===== config.mk =====
export PLATFORM = sky130hd
export DESIGN_NAME = approx_seq_mul
export DESIGN_NICKNAME = d
export VERILOG_FILES = /design/src/rtl/approx_seq_mul.sv
export SDC_FILE = /design/constraint.sdc
export NUM_CORES = 1
export LEC_CHECK = 0
export BUFFER_PORTS_ARGS = -buffer_cell sky130_fd_sc_hd__buf_2
export CAP_MARGIN = 20
export CORE_MARGIN = 2
export CORE_UTILIZATION = 38
export DETAILED_ROUTE_END_ITERATION = 8
export GPL_ROUTABILITY_DRIVEN = 0
export GPL_TIMING_DRIVEN = 0
export PLACE_DENSITY = 0.62
export SLEW_MARGIN = 20
export SYNTH_ARGS = -nofsm -noshare
export SYNTH_HDL_FRONTEND = slang
export SYNTH_SLANG_ARGS = --single-unit

===== constraint.sdc =====
create_clock -name clk -period 4.5 [get_ports clk]
set_input_delay 0.225 -clock clk [delete_from_list [all_inputs] [get_ports clk]]
set_output_delay 0.225 -clock clk [all_outputs]
set_load 0.1 [all_outputs]

===== src/rtl/approx_seq_mul.sv =====
// Sequential shift-add unsigned multiplier with run-time partial-product column truncation.
// One multiplicand bit per RUN cycle; bits of b whose column i+j falls below k are masked out.
module approx_seq_mul #(
  parameter int W  = 6,
  parameter int KW = $clog2(2*W)
) (
  input  logic            clk,
  input  logic            rst,
  input  logic            in_valid,
  output logic            in_ready,
  input  logic [W-1:0]    a,
  input  logic [W-1:0]    b,
  input  logic [KW-1:0]   k,
  output logic            out_valid,
  input  logic            out_ready,
  output logic [2*W-1:0]  p,
  output logic            busy
);

  localparam int CW = (W > 2) ? $clog2(W) : 1;

  typedef enum logic [1:0] {
    S_IDLE = 2'd0,
    S_RUN  = 2'd1,
    S_DONE = 2'd2
  } state_t;

  state_t          r_state;
  state_t          w_state_next;
  logic [W-1:0]    r_a;
  logic [W-1:0]    r_b;
  logic [KW-1:0]   r_k;
  logic [CW-1:0]   r_cnt;
  logic [2*W-1:0]  r_acc;

  logic [W-1:0]    w_mask;
  logic [2*W-1:0]  w_pp;
  logic            w_last;

  // Keep b bit j for multiplicand bit i=r_cnt only when its column i+j reaches k.
  genvar gi;
  generate
    for (gi = 0; gi < W; gi++) begin : g_mask
      assign w_mask[gi] = (32'(gi) + 32'(r_cnt)) >= 32'(r_k);
    end
  endgenerate

  assign w_pp   = {{W{1'b0}}, r_b & w_mask} << r_cnt;
  assign w_last = (r_cnt == CW'(W-1));

  always_ff @(posedge clk) begin
    if (rst) begin
      r_state <= S_IDLE;
    end else begin
      r_state <= w_state_next;
    end
  end

  always_comb begin
    w_state_next = r_state;
    case (r_state)
      S_IDLE:  if (in_valid)  w_state_next = S_RUN;
      S_RUN:   if (w_last)    w_state_next = S_DONE;
      S_DONE:  if (out_ready) w_state_next = S_IDLE;
      default:                w_state_next = S_IDLE;
    endcase
  end

  always_ff @(posedge clk) begin
    if (rst) begin
      r_a   <= '0;
      r_b   <= '0;
      r_k   <= '0;
      r_cnt <= '0;
      r_acc <= '0;
    end else begin
      case (r_state)
        S_IDLE: begin
          if (in_valid) begin
            r_a   <= a;
            r_b   <= b;
            r_k   <= k;
            r_cnt <= '0;
            r_acc <= '0;
          end
        end
        S_RUN: begin
          if (r_a[r_cnt]) begin
            r_acc <= r_acc + w_pp;
          end
          r_cnt <= r_cnt + CW'(1);
        end
        default: ;
      endcase
    end
  end

  // Handshake flags come from registered state only.
  assign in_ready  = (r_state == S_IDLE);
  assign out_valid = (r_state == S_DONE);
  assign busy      = (r_state != S_IDLE);
  assign p         = r_acc;

endmodule


-- After elaboration in Yosys (flattened, before gate mapping)
Cells that the tools add are included.
- reduce and logical (&&, ||, !) cells: 7
- bitwise operators: 1
- $lt $le $gt $ge: 7
- muxes and demuxes: 11
- equal/unequal tests: 7
- div/mod/pow operators: 0
- shift-type cells: 1
- multiply operators: 0
- $add $sub $neg: 7
- operator list (operator ; number):
    12-bit 2-to-1 mux ; 2
    12-bit one-hot mux with 2 select lines ; 1
    4-bit greater-or-equal comparator ; 5
    12-bit adder ; 1
    6-bit by 3-bit left shift with 12-bit output ; 1
    2-bit by 3-bit adder with 4-bit output (first input constant) ; 2
    3-bit by 3-bit adder with 4-bit output (first input constant) ; 2
    6-bit bitwise AND ; 1
    2-bit 2-to-1 mux ; 3
    2-bit inequality test (second input constant) ; 3
    2-bit one-hot mux with 3 select lines ; 1
    3-bit one-hot mux with 2 select lines ; 1
    3-bit AND reduction ; 2
    1-bit by 3-bit adder with 4-bit output (first input constant) ; 1
    3-bit by 4-bit greater-or-equal comparator with 1-bit output ; 1
    3-bit by 4-bit < comparator with 1-bit output (second input constant) ; 1
    2-bit AND reduction ; 2
    2-bit nonzero test ; 2
    3-bit by 1-bit adder with 3-bit output (second input constant) ; 1
    1-bit binary-select mux with 3-bit select ; 1
    3-bit equality test (second input constant) ; 1
    3-bit 2-to-1 mux ; 1
    2-bit by 1-bit equality test with 1-bit output (second input constant) ; 1
    2-bit equality test (second input constant) ; 1
    other kinds (3) ; 3
- bits of input ports: 20
- bits in writable memories: 0
- latch bits: 0
- output and inout port bits: 15
- memories: 0
- register bits: 33
- bits in read-only memories: 0

-- Logic depth before layout (Yosys ltp)
Gate-level depths: netlist (run 1).
- word-level depth: 7
- gate-level depth with buffers: 18
- gate-level depth less buffers: 17

-- Least setup slack after synthesis (run 1)
No wires, ideal clock.
- path type: reg-to-reg
- from: register r_cnt[0]
- to: register r_acc[11] (netlist: p[11])
- stages on the path, launching flop included: 19
- path slack: 0.347 ns
- path buffers: 1
- arrival: 4.031 ns
- setup time: 0.122 ns
- clock period less this slack: 4.153 ns
- data required time: 4.378 ns
- path through: dfxtp_1 > buf_4 > clkinv_1 > ha_1 > inv_1 > ha_1 > a21boi_0 > o211a_1 > o21ai_0 > mux2i_1 > a21o_1 > mux2_2 > ha_1 > a2111oi_0 > o21ai_0 > nand2_1 > o21ai_0 > a21o_1 > a221o_1
- cells in the longest elaborated chain, start to end: 7
- elaborated cells on any way between the ends: 20
- those cells by class: add/sub: 6; order compare: 6; eq/ne: 1; shift: 1; mux: 4; bitwise: 1; reduce/logical: 1
- ends and longest elaborated chain (element ; RTL line ; text):
    from (decl) ; 33 ; logic [CW-1:0] r_cnt;
    from (signal assigned) ; 91 ; r_cnt <= r_cnt + CW'(1);
    1-bit by 3-bit adder with 4-bit output, or another cell as far along ; 44 ; assign w_mask[gi] = (32'(gi) + 32'(r_cnt)) >= 32'(r_k);
    4-bit greater-or-equal comparator ; 44 ;
    6-bit bitwise AND ; 48 ; assign w_pp = {{W{1'b0}}, r_b & w_mask} << r_cnt;
    6-bit by 3-bit left shift with 12-bit output ; 48 ;
    12-bit adder ; 89 ; r_acc <= r_acc + w_pp;
    12-bit 2-to-1 mux ; 88 ; if (r_a[r_cnt]) begin
    12-bit one-hot mux with 2 select lines ; 77 ; case (r_state)
    to (signal assigned) ; 89 ;
    to (decl) ; 34 ; logic [2*W-1:0] r_acc;
Several ways; a longest one is shown, not always the timed one. The select of a mux whose other input is x is not followed.
A chain may end at the register's enable or synchronous reset.

-- Worst setup path in the final report (run 1)
Ends and elaborated chain as after synthesis.

==> impl_results.md, run 1 <==
- Outcome: finished clean
- Vias in the first global route: about 2300
- Top_reg_cell synth: dfxtp_1
- Async set or reset register ratio after synthesis: 0%
- CTS tree: yes
- Initial Util: 39.4%
- Core region area: 0.00635 mm2
- CP Cell Sequence: buf_4, clkinv_2, ha_1, nor2b_1, o21bai_1, a21oi_1, or4b_2, a22oi_1, mux2_2, ha_1, a2111oi_1, a21oi_1, nand2_1, o21ai_0, a21o_1, a221o_1
- Die X: 85.1 um
- Post-route antenna net violation count: 0
- Internal: 0.000467 W
- Synth Net Count: about 360
- Most common cell after layout, fill and taps aside: nand2_1
- DR DRC count: 0
- Final wirelength: approximately 6100 um
- WS Path Type: flip-flop to flip-flop
- CP arrival: around 4.5 ns
- Worst Hold End: r_a[2]
- Most frequent cells in the layout: nand2_1 (46), buf_2 (34), ha_1 (34)
- Hold Startpoint: a[2]
- Net Sw Power: about 0.00022 W
- MaxCap Viol Count: 0
- GR Util All Layers: 17.6%
- Sequential power share: 45.9%
- Fmax: 233 MHz
- Min cycle time layout: 4.30 ns
- Final Hold Viols: 0
- Final Cycle Share: 95.5%
- Clk root buf: clkbuf_8
- Dpl hpwl: 4710 um
- FF+latch count, synth: 33
- Worst Hold Class: input pin to flip-flop
- Yosys Warn Count: 0
- Routed vias/inst: roughly 5.5
- PwrDens: 237 mW/mm2
- Core Util, Final: between 40% and 50%
- H-tree Lvls: 2
- Setup total negative slack: 0 ns
- Die area: between 0.007 and 0.008 mm2
- First-pass GRT wire length: 10500 um
- Clock Latency Late Sink: 0.29 ns
- GRT overflow: 0
- Crit start category: flip-flop
- Pre-CTS WS: -0.279 ns
- Router iterations before antenna repair: 4
- Wirelength per Cell: around 14 um
- Yosys cell types: between 50 and 60
- Syn Inst Count: 304
- I/O Buffers: 33
- Clock power share: 32.5%
- Max-slew violation count: 0
- Required @ worst endpoint: 4.67 ns
- Vias: 2307
- VDD IR max: between 150 and 200 uV
- Number of buffers created by CTS: 5
- Gate power share: 21.6%
- Worst Setup End Kind: flip-flop
- Measured slew at the worst slew-check pin: between 0.5 and 0.6 ns
- Die height: between 80 and 90 um
- Startpoint of the worst-slack reg-to-reg timing path: r_cnt[0]
- Hold-critical path depth: 3
- Slew headroom: 62.5%
- Syn_area_per_cell: 8.22 um2
- Clock Path Buffers: 2
- Post-synth EDFFs: 0
- Initial antenna violation count: 0
- Fraction of layout cells with a size suffix above 1: 19.7%
- Post-synthesis sequential area ratio: 26.4%
- R2R cell count: 16
- Final setup violation count: 0
- Pleak: 1.27 nW
- Setup ws final: a little over 0.2 ns
- Clock skew: 0.00671 ns
- Max incr delay on CP: 0.68 ns
- I/O Pins: 35
- Internal reg-to-reg setup slack: 0.20 ns
- Row Count: 29
- Design area: 0.00288 mm2
- Sink Count: 33
- Worst Path Max Fanout: 10
- Critical-path top delay cell: or4b_2
- Final nets: roughly 400
- Initial drt markers: about 120
- Largest net degree at the start of global routing: 14
- Placed cell areas: 0.00276 mm2
- Area growth from synthesis to layout: 15.0%
- N_diodes: 0
- Switching part of the total: between 30% and 40%
- Setup bufs post-CTS: 0
- Post-Syn Area: 0.00250 mm2
- CTS clk-pin slew, worst paths: 0.08 ns
- Critical R2R Capture: p[11]
-- registers in the layout, indices dropped and copies added (netlist names) --
name     cells
p           12
r_a          6
r_b          6
r_k          4
r_cnt        3
r_state      2
-- how the worst max path moves through the flow --
stage,from,to,slack (ns),cells past startpoint
CTS,r_cnt[2],p[11],0.05,18
global route,r_cnt[0],p[11],-0.004,18
detailed placement,r_cnt[0],p[11],-0.28,18
floorplan,r_cnt[0],p[11],0.35,18
finish,r_cnt[0],p[11],0.20,16
global placement,r_cnt[0],p[11],-0.24,18
-- critical path: cells and delay by family, from the launching register on --
| kind | cells | cell delay (ns) |
|---|---|---|
| adder cells (fa/ha/maj) | 2 | 0.63 |
| flip-flops | 1 | 0.40 |
| AO/OA/AOI/OAI | 8 | 1.70 |
| multiplexers | 1 | 0.21 |
| AND/OR/NAND/NOR | 3 | 0.88 |
| buffers and inverters | 2 | 0.34 |
-- repair_timing --
item | in CTS | in global routing
gates resized for setup | 3 | 9
hold buffers | 0 | 0
setup endpoints to repair | 3 | 3
endpoints found under the hold margin | 0 | 0
-- Yosys cell counts (3+ instances only) --
master / number / area, um2
a2111oi_0: 3 / 26.3
a211oi_1: 5 / 37.5
a21o_1: 5 / 37.5
a21oi_1: 30 / 150
a22oi_1: 5 / 37.5
and2_1: 4 / 25.0
clkbuf_1: 7 / 26.3
dfxtp_1: 33 / 661
ha_1: 34 / 425
inv_1: 16 / 60.1
mux2_2: 5 / 56.3
mux4_2: 3 / 67.6
nand2_1: 46 / 173
nand3_1: 9 / 45.0
nor2_1: 19 / 71.3
nor2b_1: 7 / 43.8
nor3_1: 6 / 30.0
o21a_1: 3 / 22.5
o21ai_0: 12 / 60.1
o21bai_1: 4 / 30.0
o22ai_1: 4 / 25.0
or3_1: 3 / 18.8
xnor2_1: 4 / 35.0
-- final cells by class --
cell class | instances | area (um2)
clock inverter | 2 | 10.0
inverter | 19 | 76.3
fill | 648 | 3470
multi-input combinational | 240 | 1720
timing repair buffer | 33 | 165
clock buffer | 6 | 72.6
sequential | 33 | 664
tap | 77 | 96.3
buffer | 12 | 68.8
-- power by group through the flow --
stage	Sequential (W)	Clock [W]	Combinational [W]
after floorplan	0.000321	0	0.000104
after global placement	0.000319	0	0.000141
after detailed placement	0.000319	0	0.000144
after CTS	0.000313	0.000224	0.000145
after global routing	0.000314	0.000237	0.000166
final	0.000313	0.000222	0.000147
-- through the flow --
| stage | hold WS (ns) | std cells | total power, W |
|---|---|---|---|
| after floorplan | 0.361 | 304 | 0.000425 |
| after global placement | 0.445 | 414 | 0.000460 |
| after detailed placement | 0.449 | 414 | 0.000463 |
| after CTS | 0.169 | 422 | 0.000682 |
| after global routing | 0.175 | 422 | 0.000717 |
| final | 0.174 | 422 | 0.000682 |
-- cells by family (layout without fill, tap and decap cells) --
group                      count (synthesis)  in the layout  synth area share, %
muxes                                      9              9                 5.36
adders and majority gates                 35             35                 17.8
buffers and inverters                     31             72                 5.61
AOI/OAI and AO/OA                         90             90                 24.6
xor gates and xnor gates                   5              5                 1.75
and+or+nand+nor                          101            101                 18.5
DFF                                       33             33                 26.4
-- metal layers --
layer | vias up | global-route usage, % | share of wire, %
met5 | - | 0 | 0
met4 | 0 | 6.35 | 2.2
met3 | 12 | 3.31 | 4.0
met2 | 50 | 28.7 | 45
met1 | 1065 | 23.2 | 48
li1 | 1180 | - | -
(Power assumes the default switching activity.)
==> inputs of run 2 (changes only) <==
--- a/config.mk
+++ b/config.mk
@@ -13,6 +13,7 @@
 export GPL_ROUTABILITY_DRIVEN = 0
 export GPL_TIMING_DRIVEN = 0
 export PLACE_DENSITY = 0.62
+export SETUP_SLACK_MARGIN = 0.4
 export SLEW_MARGIN = 20
 export SYNTH_ARGS = -nofsm -noshare
 export SYNTH_HDL_FRONTEND = slang
==> impl_results.md, run 2 (synthesis results as in run 1) <==
- Outcome: finished clean
- Final setup violation count: 0 (unchanged)
- Most frequent cells in the layout: nand2_1 (46), buf_2 (34), a21oi_1 (30), dfxtp_1 (30), ha_1 (29)
- Initial antenna violation count: 0 (unchanged)
- Fmax: 252 MHz (+8.5%)
- CP arrival: 4.15 ns (-0.32 ns)
- Hold-critical path depth: 3 (unchanged)
- Pleak: 1.30 nW (+2.3%)
- Worst Hold Class: input pin to flip-flop
- N_diodes: 0 (unchanged)
- Fraction of layout cells with a size suffix above 1: 23.9% (+4.2 points)
- PwrDens: 253 mW/mm2 (+6.7%)
- Clock Path Buffers: 2 (unchanged)
- R2R cell count: 16 (unchanged)
- VDD IR max: 181 uV (+12%)
- Required @ worst endpoint: 4.69 ns (+0.02 ns)
- I/O Buffers: 33 (unchanged)
- Die area: 0.00724 mm2 (unchanged)
- First-pass GRT wire length: 10400 um (-0.27%)
- Max-slew violation count: 0 (unchanged)
- Initial Util: 39.4% (unchanged)
- Router iterations before antenna repair: 4 (unchanged)
- Routed vias/inst: 5.48 (+0.30%)
- Clock Latency Late Sink: 0.29 ns (about the same)
- Min cycle time layout: 3.96 ns (-0.337 ns)
- RSZ-0062 raised after global routing: yes
- Clk root buf: clkbuf_8
- Final nets: 401 (+0.50%)
- Met1 GRT Util: 24.4% (+1.2 points)
- Dpl hpwl: 4680 um (-0.82%)
- Post-route antenna net violation count: 0 (unchanged)
- Worst Setup End Kind: flip-flop
- GRT overflow: 0 (unchanged)
- Final Cycle Share: 88.0% (-7.5 points)
- Placed cell areas: 0.00276 mm2 (unchanged)
- Vias in the first global route: 2188 (-4.8%)
- Hold_buf cts: 0 (unchanged)
- FF/Latch Area: 669 um2 (+0.75%)
- Area growth from synthesis to layout: 20.1%
- Core region area: 0.00635 mm2 (unchanged)
- Die height: 85.1 um (unchanged)
- Count of non-filler cells in the finished layout: 424 (+0.47%)
- I/O Pins: 35 (unchanged)
- Area of the multi-input gates: 0.00179 mm2 (+3.8%)
- Met3 Use GR: 3.60% (+0.29 points)
- Clock skew: 0.00890 ns (+0.00220 ns)
- DR DRC count: 0 (unchanged)
- Sink Count: 33 (unchanged)
- CTS tree: yes
- Design area: 0.00300 mm2 (+4.4%)
- Number of buffers created by CTS: 5 (unchanged)
- Measured slew at the worst slew-check pin: 0.525 ns (-0.0378 ns)
- Die X: 85.1 um (unchanged)
- Most common cell after layout, fill and taps aside: nand2_1
- H-tree Lvls: 2 (unchanged)
- WS Path Type: flip-flop to flip-flop
- GR Util All Layers: 17.9% (+0.34 points)
- MaxCap Viol Count: 0 (unchanged)
- GR peak layer: met2
- Wirelength per Cell: 14.5 um (+0.81%)
- Final wirelength: 6150 um (+1.3%)
- CTS clk-pin slew, worst paths: 0.08 ns (about the same)
- Largest net degree at the start of global routing: 14 (unchanged)
- Initial drt markers: 109 (-5.2%)
- Crit start category: flip-flop
- DP Cell Count: 414 (unchanged)
- Met2 usage: 28.6% (-0.071 points)
- Fill count: 631 (-2.6%)
- Final Hold Viols: 0 (unchanged)
- Vias: 2325 (+0.78%)
- Slew headroom: 65.0% (+2.5 points)
- Max reg flops: 12 (unchanged)
- Row Count: 29 (unchanged)
- Worst Path Max Fanout: 10 (unchanged)
==> run 2: changes by cell type in the layout (fill, tap and decap cells not counted), moves of 2 or more <==
cell / previous run / this run
clkinv_2: 3 / 0
ha_2: 0 / 3
o21ai_1: 1 / 3
dfxtp_1: 32 / 30
inv_4: 0 / 2
o21ai_0: 10 / 7
ha_4: 0 / 2
clkinv_4: 0 / 2
ha_1: 34 / 29
clkbuf_1: 8 / 6
==> run 2: worst paths after layout <==
kind,start,to,slack [ns]
max,r_cnt[0],p[11],0.54
min,a[4],r_a[4],0.16
max reg2reg,r_cnt[0],p[11],0.54
min reg2reg,r_a[5],r_a[5],0.46
==> run 2: what timing repair did <==
action / in CTS / in global routing
gates resized for setup: 15 / 20
setup endpoints to repair: 8 / 6
setup buffers: 0 / 2
pin swaps: 1 / 3
==> run 2: critical path: stages (launching register included) <==
cell and delay, ns:
dfxtp_4 0.39, buf_6 0.15, clkinv_4 0.12, ha_4 0.30, inv_1 0.04, ha_1 0.26
a21boi_0 0.18, o211a_1 0.17, o21ai_2 0.08, mux4_2 0.50, o22ai_1 0.22, ha_1 0.32
a21o_1 0.22, a21oi_1 0.25, o21ai_1 0.17, a21o_1 0.20, a221o_1 0.30
==> run 2: final cells by class <==
class                   instances  share of cell area (%)
clock inverters                 3                    1.54
flip-flops and latches         33                    22.3
plain buffers                  12                    2.46
clock buffers                   5                    2.29
multi-input cells             240                    59.5
well taps                      77                    3.21
repair buffers                 35                    6.00
inverters                      19                    2.71
==> run 2: where the power goes <==
part | switching [W] | internal [W]
combinational | 0.0000938 | 0.0000637
sequential | 0.00000986 | 0.000302
clock | 0.000125 | 0.000166
==> run 2: stage by stage <==
stage	util [%]	worst slack [ns]	hold slack (ns)	total power, W	setup TNS (ns)
5_1_grt	47.3	0.371	0.161	0.000801	0
6_report	47.3	0.539	0.158	0.000760	0
3_5_place_dp	43.5	-0.196	0.448	0.000464	-0.200
2_1_floorplan	-	0.403	0.361	0.000425	0
3_3_place_gp	43.5	-0.119	0.443	0.000460	-0.119
4_1_cts	46.1	0.365	0.152	0.000759	0
==> run 2: routing by layer <==
metal / up-vias / part of all wire [%]
met3: 4 / 4.9
met1: 1083 / 48
met4: 0 / 0.96
met2: 50 / 46
met5: - / 0
li1: 1188 / -
